## config.mk

```make
export PLATFORM = sky130hd
export DESIGN_NAME = line_clear
export DESIGN_NICKNAME = d
export VERILOG_FILES = /design/src/rtl/line_clear.sv
export SDC_FILE = /design/constraint.sdc
export NUM_CORES = 1
export LEC_CHECK = 0
export BUFFER_PORTS_ARGS = -buffer_cell sky130_fd_sc_hd__clkbuf_2
export CELL_PAD_IN_SITES_DETAIL_PLACEMENT = 0
export CELL_PAD_IN_SITES_GLOBAL_PLACEMENT = 1
export CORE_MARGIN = 2
export CORE_UTILIZATION = 40
export DETAILED_ROUTE_END_ITERATION = 6
export PLACE_DENSITY_LB_ADDON = 0.1
export SLEW_MARGIN = 15
export SYNTH_ARGS = -nofsm -noshare
export SYNTH_HDL_FRONTEND = slang
export SYNTH_SLANG_ARGS = --single-unit
export TNS_END_PERCENT = 20
```

## constraint.sdc

```tcl
create_clock -name clk -period 8.4 [get_ports clk]
set_input_delay 1.26 -clock clk [delete_from_list [all_inputs] [get_ports clk]]
set_output_delay 1.26 -clock clk [all_outputs]
set_load 0.01 [all_outputs]
```

## src/rtl/line_clear.sv

```systemverilog
// Row-clear engine: removes full rows from the locked playfield, one row per cycle,
// compacting the rows above downward, and keeps per-pass and running line counts.
module line_clear #(
    parameter int W       = 10,
    parameter int H       = 20,
    parameter int TOTAL_W = 16
) (
    input  logic               clk,
    input  logic               clrn,
    input  logic               start,
    input  logic [0:W*H-1]     board_in,
    input  logic               clr_total,
    output logic [0:W*H-1]     board_out,
    output logic               busy,
    output logic               done,
    output logic [4:0]         lines,
    output logic [TOTAL_W-1:0] lines_total
);

    localparam int RW = $clog2(H);
    localparam int SW = ((TOTAL_W > 5) ? TOTAL_W : 5) + 1;

    typedef enum logic [1:0] {IDLE, SCAN, DONE} state_t;

    state_t             state;
    logic [0:W*H-1]     work;
    logic [0:W*H-1]     shifted;
    logic [RW-1:0]      row;
    logic [4:0]         cnt;
    logic               row_full;
    logic [SW-1:0]      sum;
    logic [TOTAL_W-1:0] total_sat;

    always_comb begin
        row_full = 1'b0;
        for (int r = 0; r < H; r++) begin
            if (row == RW'(r)) row_full = &work[r*W +: W];
        end
    end

    // Rows at or above the cleared row drop by one; the top row refills empty.
    always_comb begin
        shifted = work;
        for (int r = 0; r < H - 1; r++) begin
            if (RW'(r) >= row) shifted[r*W +: W] = work[(r+1)*W +: W];
        end
        shifted[(H-1)*W +: W] = '0;
    end

    always_comb begin
        sum       = SW'(lines_total) + SW'(cnt);
        total_sat = (sum > SW'({TOTAL_W{1'b1}})) ? '1 : sum[TOTAL_W-1:0];
    end

    always_ff @(posedge clk or negedge clrn) begin
        if (!clrn) begin
            state       <= IDLE;
            work        <= '0;
            row         <= '0;
            cnt         <= '0;
            board_out   <= '0;
            lines       <= '0;
            lines_total <= '0;
            busy        <= 1'b0;
            done        <= 1'b0;
        end else begin
            if (clr_total) lines_total <= '0;
            unique case (state)
                IDLE: begin
                    done <= 1'b0;
                    if (start) begin
                        work  <= board_in;
                        row   <= '0;
                        cnt   <= '0;
                        busy  <= 1'b1;
                        state <= SCAN;
                    end
                end
                SCAN: begin
                    if (row_full) begin
                        work <= shifted;
                        cnt  <= cnt + 5'd1;
                    end else if (row != RW'(H - 1)) begin
                        row <= row + RW'(1);
                    end else begin
                        // Final row settled: publish in the same edge that enters DONE.
                        board_out <= work;
                        lines     <= cnt;
                        done      <= 1'b1;
                        if (!clr_total) lines_total <= total_sat;
                        state     <= DONE;
                    end
                end
                DONE: begin
                    done  <= 1'b0;
                    busy  <= 1'b0;
                    state <= IDLE;
                end
                default: state <= IDLE;
            endcase
        end
    end

endmodule

```

Word-level counts from Yosys, hierarchy flattened
Cells that the tools add are included.
{"block": "totals", "input_bits": 204, "reg_bits": 435, "out_inout_bits": 223}
{"block": "op_classes", "eq_ne": 46, "order_cmp": 20, "n_bitwise": 2, "n_addsub": 3, "reduce_logical": 51, "n_mux": 63}
{"operator": "200-bit two-way mux", "n": 2}
{"operator": "200-bit case mux with 2 select lines", "n": 1}
{"operator": "10-bit AND reduction", "n": 20}
{"operator": "10-bit two-way mux", "n": 19}
{"operator": "16-bit two-way mux", "n": 6}
{"operator": "4-bit AND reduction", "n": 20}
{"operator": "2-bit != test, second input constant", "n": 24}
{"operator": "5-bit by 4-bit equality test with 1-bit output, second input constant", "n": 8}
{"operator": "4-bit by 5-bit greater-or-equal comparator with 1-bit output, first input constant", "n": 8}
{"operator": "1-bit two-way mux", "n": 23}
{"operator": "5-bit by 3-bit equality test with 1-bit output, second input constant", "n": 4}
{"operator": "5-bit equality test, second input constant", "n": 4}
{"operator": "3-bit by 5-bit greater-or-equal comparator with 1-bit output, first input constant", "n": 4}
{"operator": "5-bit two-way mux", "n": 4}
{"operator": "5-bit case mux with 2 select lines", "n": 2}
{"operator": "16-bit by 5-bit adder with 17-bit output", "n": 1}
{"operator": "17-bit by 16-bit > comparator with 1-bit output, second input constant", "n": 1}
{"operator": "5-bit greater-or-equal comparator, first input constant", "n": 3}
{"operator": "3-bit AND reduction", "n": 4}
{"operator": "5-bit by 1-bit adder with 5-bit output, second input constant", "n": 2}
{"operator": "5-bit by 2-bit equality test with 1-bit output, second input constant", "n": 2}
{"operator": "1-bit by 5-bit greater-or-equal comparator with 1-bit output, first input constant", "n": 2}
{"operator": "2-bit by 5-bit greater-or-equal comparator with 1-bit output, first input constant", "n": 2}
{"operator": "2-bit two-way mux", "n": 3}
{"operator": "12 further kinds", "n": 16}

Logic depth before layout (Yosys ltp)
Gate-level depths: netlist of run 1.
{"block": "logic_depth", "ltp_word": 23, "depth_mapped": 13, "mapped_depth_nobuf": 10}

Least setup slack after synthesis of run 1
No wires, ideal clock.
{"block": "synth_path", "kind": "register to register", "start": "register row[0]", "end": "register work[0] in the netlist's numbering", "slack_ps": 5180, "required_ps": 8275, "path_buffers": 1, "setup_time_ps": 125, "path_stages_with_launch": 11, "t_arrival_ps": 3095, "cell_sequence": "dfrtp_1 > clkbuf_1 > inv_1 > ha_1 > a2111oi_1 > o311ai_1 > a211oi_2 > a211oi_2 > or4_4 > a21oi_4 > mux2_4"}
{"block": "synth_via", "elab_chain_cells": 23, "elab_cells_between_ends": 44, "classes_between": "order compare (1); eq/ne (21); mux (20); reduce/logical (2)"}
{"item": "start: declaration", "line": "28", "source": "logic [RW-1:0] row;"}
{"item": "start signal: assignment", "line": "84", "source": "row <= row + RW'(1);"}
{"item": "5-bit zero test", "line": "37", "source": "if (row == RW'(r)) row_full = &work[r*W +: W];"}
{"item": "1-bit two-way mux (20 in a row)", "line": "37"}
{"item": "2-bit != test (no line)"}
{"item": "4-bit AND reduction (no line) *"}
{"item": "end signal: assignment", "line": "72", "source": "work <= board_in;"}
{"item": "end signal: assignment", "line": "81", "source": "work <= shifted;"}
{"item": "end: declaration", "line": "26", "source": "logic [0:W*H-1] work;"}
Mark *: on every way between the ends. The rest lies on a longest branch, timed or not.
A chain may end at the register's enable or synchronous reset.

Worst setup path after layout of run 1
{"block": "layout_path", "start": "register row[0]", "end": "register work[177] in the netlist's numbering"}
Same word-level chain as after synthesis.

==> impl_metrics.tcl, run 1 <==
set metrics [dict create \
    post-synth-top-area-fraction_pct 56.02 \
    clock-root-buffer "sky130_fd_sc_hd__clkbuf_16" \
    numCtsBuffers 49 \
    relSlewSlack_pct 31.02 \
    holdWs_ps 473.3 \
    worst_pin_slew_ps 1035 \
    worstSkewPairLatency_ps 600 \
    pwr-share-clk_pct 21.3 \
    cp_data_arrival_time_ps 4930 \
    numPlacedInstances 3022 \
    setup_tns_ps 0 \
    skew_ps 26.23 \
    power.density_mw_per_mm2 437.7 \
    postSynthRegisterBits 435 \
    num-nets-final 2672 \
    post_synth_main_area_contributors "sky130_fd_sc_hd__dfrtp_1 (56%), sky130_fd_sc_hd__nand2_1 (18%), sky130_fd_sc_hd__a2bb2oi_1 (3.2%)" \
    synth_cell_type_count 74 \
    buffer_ports.inserted 426 \
    route.antenna.remaining_nets 0 \
    floorplan.initialDensity_pct 40.61 \
    synthArstFlopShare_pct 100.0 \
    worst-r2r-cell-count 11 \
    dp_hpwl_um 47470 \
    drt_wl_total_um 67430 \
    vdd.ir_drop.worst_mv 0.2992 \
    synth-warning-count 0 \
    sw_frac_of_total_pct 41.89 \
    drtIter0Drc 1413 \
    p_comb_share_pct 39.9 \
    chipWidth_um 224.4 \
    grt_antenna_before_repair 9 \
    cts.clk_slew.worst_paths_ps 60 \
    post-cts-setup-buffers 0 \
    timing.hold.worst_path_depth 2 \
    area_of_the_placeable_core_mm2 0.04785 \
    timing.critical_path.fanout_max 80 \
    drc_violation_count_after_routing 0 \
    cts_hold_repair.buffers 0 \
    drv_cap 0 \
    synth-edff-count 0 \
    type_of_element_capturing_the_critical_path "register" \
    wire_length_of_the_first_global_routing_pass_um 102000 \
    syn-instance-count 2099 \
    hold_path_class "register to register" \
    switching_power_mw 4.342 \
    critical_path_required_ps 8870 \
    maximum_number_of_pins_on_one_net_before_global_route_repair 189 \
    setup_ws_ps 3940 \
    routed-via-count 16951 \
    ctsResizeCount 0 \
    synth_area_leader_cell "sky130_fd_sc_hd__dfrtp_1" \
    clockBufferDepth 3 \
    final_max_slew_viol_count 0 \
    number_of_iterations_in_the_first_detailed_routing_pass 5 \
    pre_cts_slack_ps 4005 \
    globalRouteOverflowTotal 0 \
    ys_dominant_reg_cell "sky130_fd_sc_hd__dfrtp_1" \
    drt-vias-per-instance 5.430 \
    fillCellCount 4726 \
    syn_area_per_cell_um2 9.257 \
    finish.cell_count_without_fillers 3122 \
    cts_h_tree_lvls 2 \
    seq_power_share_pct 38.9 \
    netlist_area_mm2 0.01943 \
    nature_of_the_critical_path_startpoint "register" \
    boundaryPins 427 \
    tritoncts_clock_tree "built" \
    grtUsageTotal_pct 26.31 \
    first_global_vias 16493 \
    floorplan.die_area_mm2 0.05035 \
    yosysSeqAreaShare_pct 56.02 \
    grt_setup_unrepaired "false" \
    layout-drive-gt1-share_pct 22.58 \
    layout_min_cycle_time_ps 4460 \
    report.final.hold_viol_count 0 \
    leakagePower_nw 12.05 \
    std_cell_rows 80 \
    placedInstanceArea_mm2 0.02199 \
    fp.dieH_um 224.4 \
    outcome "complete, no violations" \
    layout_stage_area_growth_over_the_synthesis_result_pct 21.87 \
    gp_congestion 0.8720 \
    clkSinkCount 435 \
    max_clock_freq_mhz 224.2 \
    post-route-period-util_pct 53.09 \
    postLayoutCellArea_mm2 0.02368 \
    routedWlPerCell_um 21.60 \
    p_int_mw 6.022 \
    path_class "register to register" \
    final-setup-viol-count 0 \
    syn-num-nets 2313 \
]
[critical path, stage by stage (launching register included)]
cell	delay, ps
sky130_fd_sc_hd__dfrtp_1	500
sky130_fd_sc_hd__inv_1	230
sky130_fd_sc_hd__ha_1	540
sky130_fd_sc_hd__nand4_1	160
sky130_fd_sc_hd__o31ai_1	330
sky130_fd_sc_hd__o311ai_1	170
sky130_fd_sc_hd__a211oi_2	260
sky130_fd_sc_hd__a211oi_2	180
sky130_fd_sc_hd__o31ai_4	250
sky130_fd_sc_hd__buf_4	730
sky130_fd_sc_hd__o31a_1	560
sky130_fd_sc_hd__mux2_1	380
[sequential cells by signal (all words and copies together), names as in the netlist]
signal / flops
board_out: 200
state: 2
busy: 1
work: 200
cnt: 5
lines_total: 16
done: 1
lines: 5
row: 5
[synthesized netlist by cell type, types with 7 or more instances]
master,instances
sky130_fd_sc_hd__nor2_1,35
sky130_fd_sc_hd__o2bb2ai_1,10
sky130_fd_sc_hd__inv_1,12
sky130_fd_sc_hd__ha_1,9
sky130_fd_sc_hd__a2bb2oi_1,72
sky130_fd_sc_hd__a41oi_1,40
sky130_fd_sc_hd__o22ai_1,81
sky130_fd_sc_hd__buf_2,26
sky130_fd_sc_hd__nand2_1,919
sky130_fd_sc_hd__nor4_1,10
sky130_fd_sc_hd__a22oi_1,11
sky130_fd_sc_hd__nand3_1,11
sky130_fd_sc_hd__o31ai_1,7
sky130_fd_sc_hd__o2bb2a_1,7
sky130_fd_sc_hd__o21ai_0,13
sky130_fd_sc_hd__clkbuf_1,96
sky130_fd_sc_hd__mux2_4,10
sky130_fd_sc_hd__nand4_1,41
sky130_fd_sc_hd__dfrtp_1,435
sky130_fd_sc_hd__mux2_1,47
sky130_fd_sc_hd__buf_1,13
sky130_fd_sc_hd__a22o_1,10
sky130_fd_sc_hd__nor3_1,20
sky130_fd_sc_hd__a21oi_1,61
[logic make-up after synthesis]
logic type      count (synthesis)  synth area share [%]
flops                         435                 56.02
mux                            65                 3.935
compound gates                363                 13.86
fa+ha+maj                      10                0.6826
xor+xnor                        5                0.2254
simple gates                 1072                 22.22
buf+inv                       149                 3.046
[final cells by class]
cell class / count / area [µm²] / area share [%]
diodes: 9 / 22.52 / 0.09511
clock buffers: 75 / 1526 / 6.446
clock inverters: 16 / 141.4 / 0.5971
inverters: 14 / 57.56 / 0.2431
multi-input cells: 1515 / 7981 / 33.71
flip-flops and latches: 435 / 10890 / 45.97
well taps: 615 / 769.5 / 3.250
repair buffers: 443 / 2295 / 9.691
[placed cells by master (no fill, tap or decap), types with 20 or more instances in the layout]
cell type,count
sky130_fd_sc_hd__a21oi_1,61
sky130_fd_sc_hd__a2bb2oi_1,72
sky130_fd_sc_hd__a41oi_1,40
sky130_fd_sc_hd__clkbuf_16,51
sky130_fd_sc_hd__clkbuf_2,425
sky130_fd_sc_hd__dfrtp_1,435
sky130_fd_sc_hd__mux2_1,47
sky130_fd_sc_hd__nand2_1,919
sky130_fd_sc_hd__nand4_1,41
sky130_fd_sc_hd__nor2_1,34
sky130_fd_sc_hd__nor3_1,20
sky130_fd_sc_hd__o22ai_1,81
[metal layers]
layer | share of wire (%) | wire [µm] | up-vias | track usage (%)
met3 | 6.0 | 4016 | 67 | 4.768
li1 | - | - | 7961 | -
met5 | 0.021 | 14 | - | 0
met1 | 46 | 30680 | 8386 | 37.65
met2 | 47 | 31440 | 535 | 41.33
met4 | 1.9 | 1283 | 2 | 6.836
[power groups by stage]
stage / Sequential [mW] / Clock [mW] / Combinational (mW)
after floorplan: 3.81 / 0 / 2.78
after global placement: 4.03 / 0 / 4.05
after detailed placement: 4.04 / 0 / 4.13
after CTS: 4.01 / 2.25 / 4.15
after global routing: 4.13 / 2.33 / 4.58
final: 4.03 / 2.20 / 4.13
[through the flow]
step                power [mW]  utilization (%)
floorplan                6.595                -
global placement         8.077            45.96
detailed placement       8.165            45.96
CTS                      10.41            49.44
global route             11.05            49.48
finish                   10.36            49.49
[worst paths after layout]
check | startpoint | end | slack, ps
max in group asynchronous | clrn | board_out[163] | 6030
hold / removal | board_out[38] | board_out[38] | 470
hold reg to reg | board_out[38] | board_out[38] | 470
min in group asynchronous | clrn | board_out[183] | 730
setup / recovery | row[0] | work[177] | 3940
setup reg to reg | row[0] | work[177] | 3940
Note: power is estimated with default switching activity, not from simulation.
==> inputs of run 2 (changes only) <==
--- a/config.mk
+++ b/config.mk
@@ -9,7 +9,7 @@
 export CELL_PAD_IN_SITES_DETAIL_PLACEMENT = 0
 export CELL_PAD_IN_SITES_GLOBAL_PLACEMENT = 1
 export CORE_MARGIN = 2
-export CORE_UTILIZATION = 40
+export CORE_UTILIZATION = 37
 export DETAILED_ROUTE_END_ITERATION = 6
 export PLACE_DENSITY_LB_ADDON = 0.1
 export SLEW_MARGIN = 15
==> constraint.sdc (replaced) <==
create_clock -name clk -period 4 [get_ports clk]
set_input_delay 0.6 -clock clk [delete_from_list [all_inputs] [get_ports clk]]
set_output_delay 0.6 -clock clk [all_outputs]
set_load 0.01 [all_outputs]
==> run 2 against run 1 <==
Routed wire length rose by 4.1%. Clock power rose by 110%. Sequential power rose by 110%. Total power rose by 110%. Utilization fell by 2.9 points. Flip-flop and latch count did not move. Cell count rose by 2.8%. Largest cell class unchanged. First-iteration DRC count fell by 16%.
==> impl_metrics.tcl, run 2 (synthesis gave the netlist of run 1 again) <==
set metrics [dict create \
    final_common_cell "sky130_fd_sc_hd__nand2_1" \
    drtIter0Drc 1181 \
    area_of_the_placeable_core_mm2 0.05161 \
    switching_power_mw 9.186 \
    vdd.ir_drop.worst_mv 0.6749 \
    tritoncts_clock_tree "built" \
    sw_frac_of_total_pct 41.64 \
    post-route-period-util_pct 94.25 \
    outcome "complete, no violations" \
    ctsResizeCount 0 \
    grtUsageTotal_pct 25.71 \
    buffer_ports.inserted 426 \
    layout_stage_area_growth_over_the_synthesis_result_pct 23.67 \
    placedInstanceArea_mm2 0.02236 \
    wire_length_of_the_first_global_routing_pass_um 106800 \
    routedWlPerCell_um 21.87 \
    critical_path.startpoint "row[1]" \
    timing.critical_path.cells "buf_4, ha_1, nand4bb_1, nor4_1, a31oi_1, nand4_1, a211oi_2, o31ai_4, buf_12, a21boi_2, a2bb2oi_1" \
    pwr-share-clk_pct 21.3 \
    cts_h_tree_lvls 2 \
    setup.reg_to_reg.worst_slack_ps 230 \
    finish.utilization_pct 46.55 \
    slowest_stage "sky130_fd_sc_hd__nor4_1" \
    cp_data_arrival_time_ps 4270 \
    layout-drive-gt1-share_pct 23.09 \
    std_cell_rows 83 \
    final-setup-viol-count 0 \
    worst_pin_slew_ps 844.1 \
    final_max_slew_viol_count 0 \
    boundaryPins 427 \
    drt-vias-per-instance 5.310 \
    clock-root-buffer "sky130_fd_sc_hd__clkbuf_16" \
    drc_violation_count_after_routing 0 \
    skew_ps 17.75 \
    grt_antenna_before_repair 10 \
    critical_path.reg2reg.endpoint "work[22]" \
    leakagePower_nw 12.19 \
    hold_path_class "input pin to async pin" \
    postLayoutCellArea_mm2 0.02403 \
    path_class "register to register" \
    worstSkewPairLatency_ps 600 \
    num-nets-final 2698 \
    critical_path_required_ps 4500 \
    timing.critical_path.fanout_max 97 \
    setup_tns_ps 0 \
    p_comb_share_pct 40.5 \
    globalRouteOverflowTotal 0 \
    power.density_mw_per_mm2 918.0 \
    seq_power_share_pct 38.2 \
    worst-r2r-cell-count 11 \
    cts.clk_slew.worst_paths_ps 60 \
    chipWidth_um 233.2 \
    floorplan.die_area_mm2 0.05436 \
    number_of_iterations_in_the_first_detailed_routing_pass 5 \
    timing.rr.start "row[1]" \
    layout_top_registers "board_out x200, work x200, lines_total x16" \
    cts_hold_repair.buffers 0 \
    max_clock_freq_mhz 265.2 \
    fp.dieH_um 233.2 \
    p_int_mw 12.87 \
    clkSinkCount 435 \
    route.antenna.remaining_nets 0 \
    relSlewSlack_pct 43.72 \
    post-cts-setup-buffers 0 \
    final_cell_mix "sky130_fd_sc_hd__nand2_1 (919), sky130_fd_sc_hd__dfrtp_1 (435), sky130_fd_sc_hd__clkbuf_2 (425)" \
    dp_hpwl_um 51610 \
    first_global_vias 17215 \
    type_of_element_capturing_the_critical_path "register" \
    report.final.hold_viol_count 0 \
    maximum_number_of_pins_on_one_net_before_global_route_repair 98 \
    routed-via-count 17039 \
    grt_setup_unrepaired "false" \
    fillCellCount 5136 \
    layout_min_cycle_time_ps 3770 \
    floorplan.initialDensity_pct 37.65 \
    drv_cap 0 \
    drt_wl_total_um 70180 \
    numCtsBuffers 48 \
    critPathMaxStageDelay_ps 500 \
    nature_of_the_critical_path_startpoint "register" \
    critical_path.endpoint "work[22]" \
    clockBufferDepth 3 \
    gp_congestion 0.8665 \
]
run 2: worst min-delay path by stage:
stage / to / depth (start not counted) / slack [ps]
after floorplan: board_out[0] / 0 / 300
after global placement: board_out[198] / 2 / 460
after detailed placement: board_out[57] / 2 / 460
after CTS: board_out[174] / 1 / 90
after global routing: board_out[174] / 1 / 100
final: board_out[174] / 1 / 50
run 2: routing by layer:
| layer | GRT usage (%) | share of wire (%) | vias to the layer above |
|---|---|---|---|
| li1 | - | - | 8001 |
| met1 | 36.50 | 45 | 8410 |
| met2 | 40.46 | 46 | 519 |
| met3 | 4.504 | 5.6 | 103 |
| met4 | 6.986 | 2.4 | 6 |
| met5 | 0 | 0.056 | - |
run 2: power groups by stage:
stage / logic [mW] / registers (mW) / clock network (mW)
floorplan: 5.84 / 8.01 / 0
global placement: 8.77 / 8.46 / 0
detailed placement: 8.96 / 8.46 / 0
CTS: 9.00 / 8.41 / 4.79
global route: 9.95 / 8.67 / 4.95
finish: 8.93 / 8.43 / 4.70
run 2: stage by stage:
stage	instances	hold slack (ps)	total power [mW]	setup WS (ps)
finish	3209	47.61	22.06	229.8
detailed placement	3114	462.0	17.42	238.6
CTS	3201	85.72	22.21	219.0
global placement	3114	458.6	17.23	330.5
floorplan	2099	304.4	13.85	779.9
global route	3207	97.07	23.58	6.367
run 2: layout make-up:
| type | instances | area (µm²) | share of cell area [%] |
|---|---|---|---|
| multi-input cells | 1515 | 7981 | 33.22 |
| repair buffers | 470 | 2585 | 10.76 |
| clock buffers | 72 | 1413 | 5.879 |
| inverters | 14 | 57.56 | 0.2395 |
| flip-flops and latches | 435 | 10890 | 45.30 |
| clock inverters | 15 | 235.2 | 0.9790 |
| diodes | 8 | 20.02 | 0.08332 |
| well taps | 680 | 850.8 | 3.541 |
run 2: critical path, delay by kind of cell, from the launching register on:
| family | cells | cell delay, ps |
|---|---|---|
| buf+inv | 2 | 570 |
| compound gates | 5 | 1350 |
| fa+ha+maj | 1 | 330 |
| simple gates | 3 | 900 |
| flops | 1 | 420 |
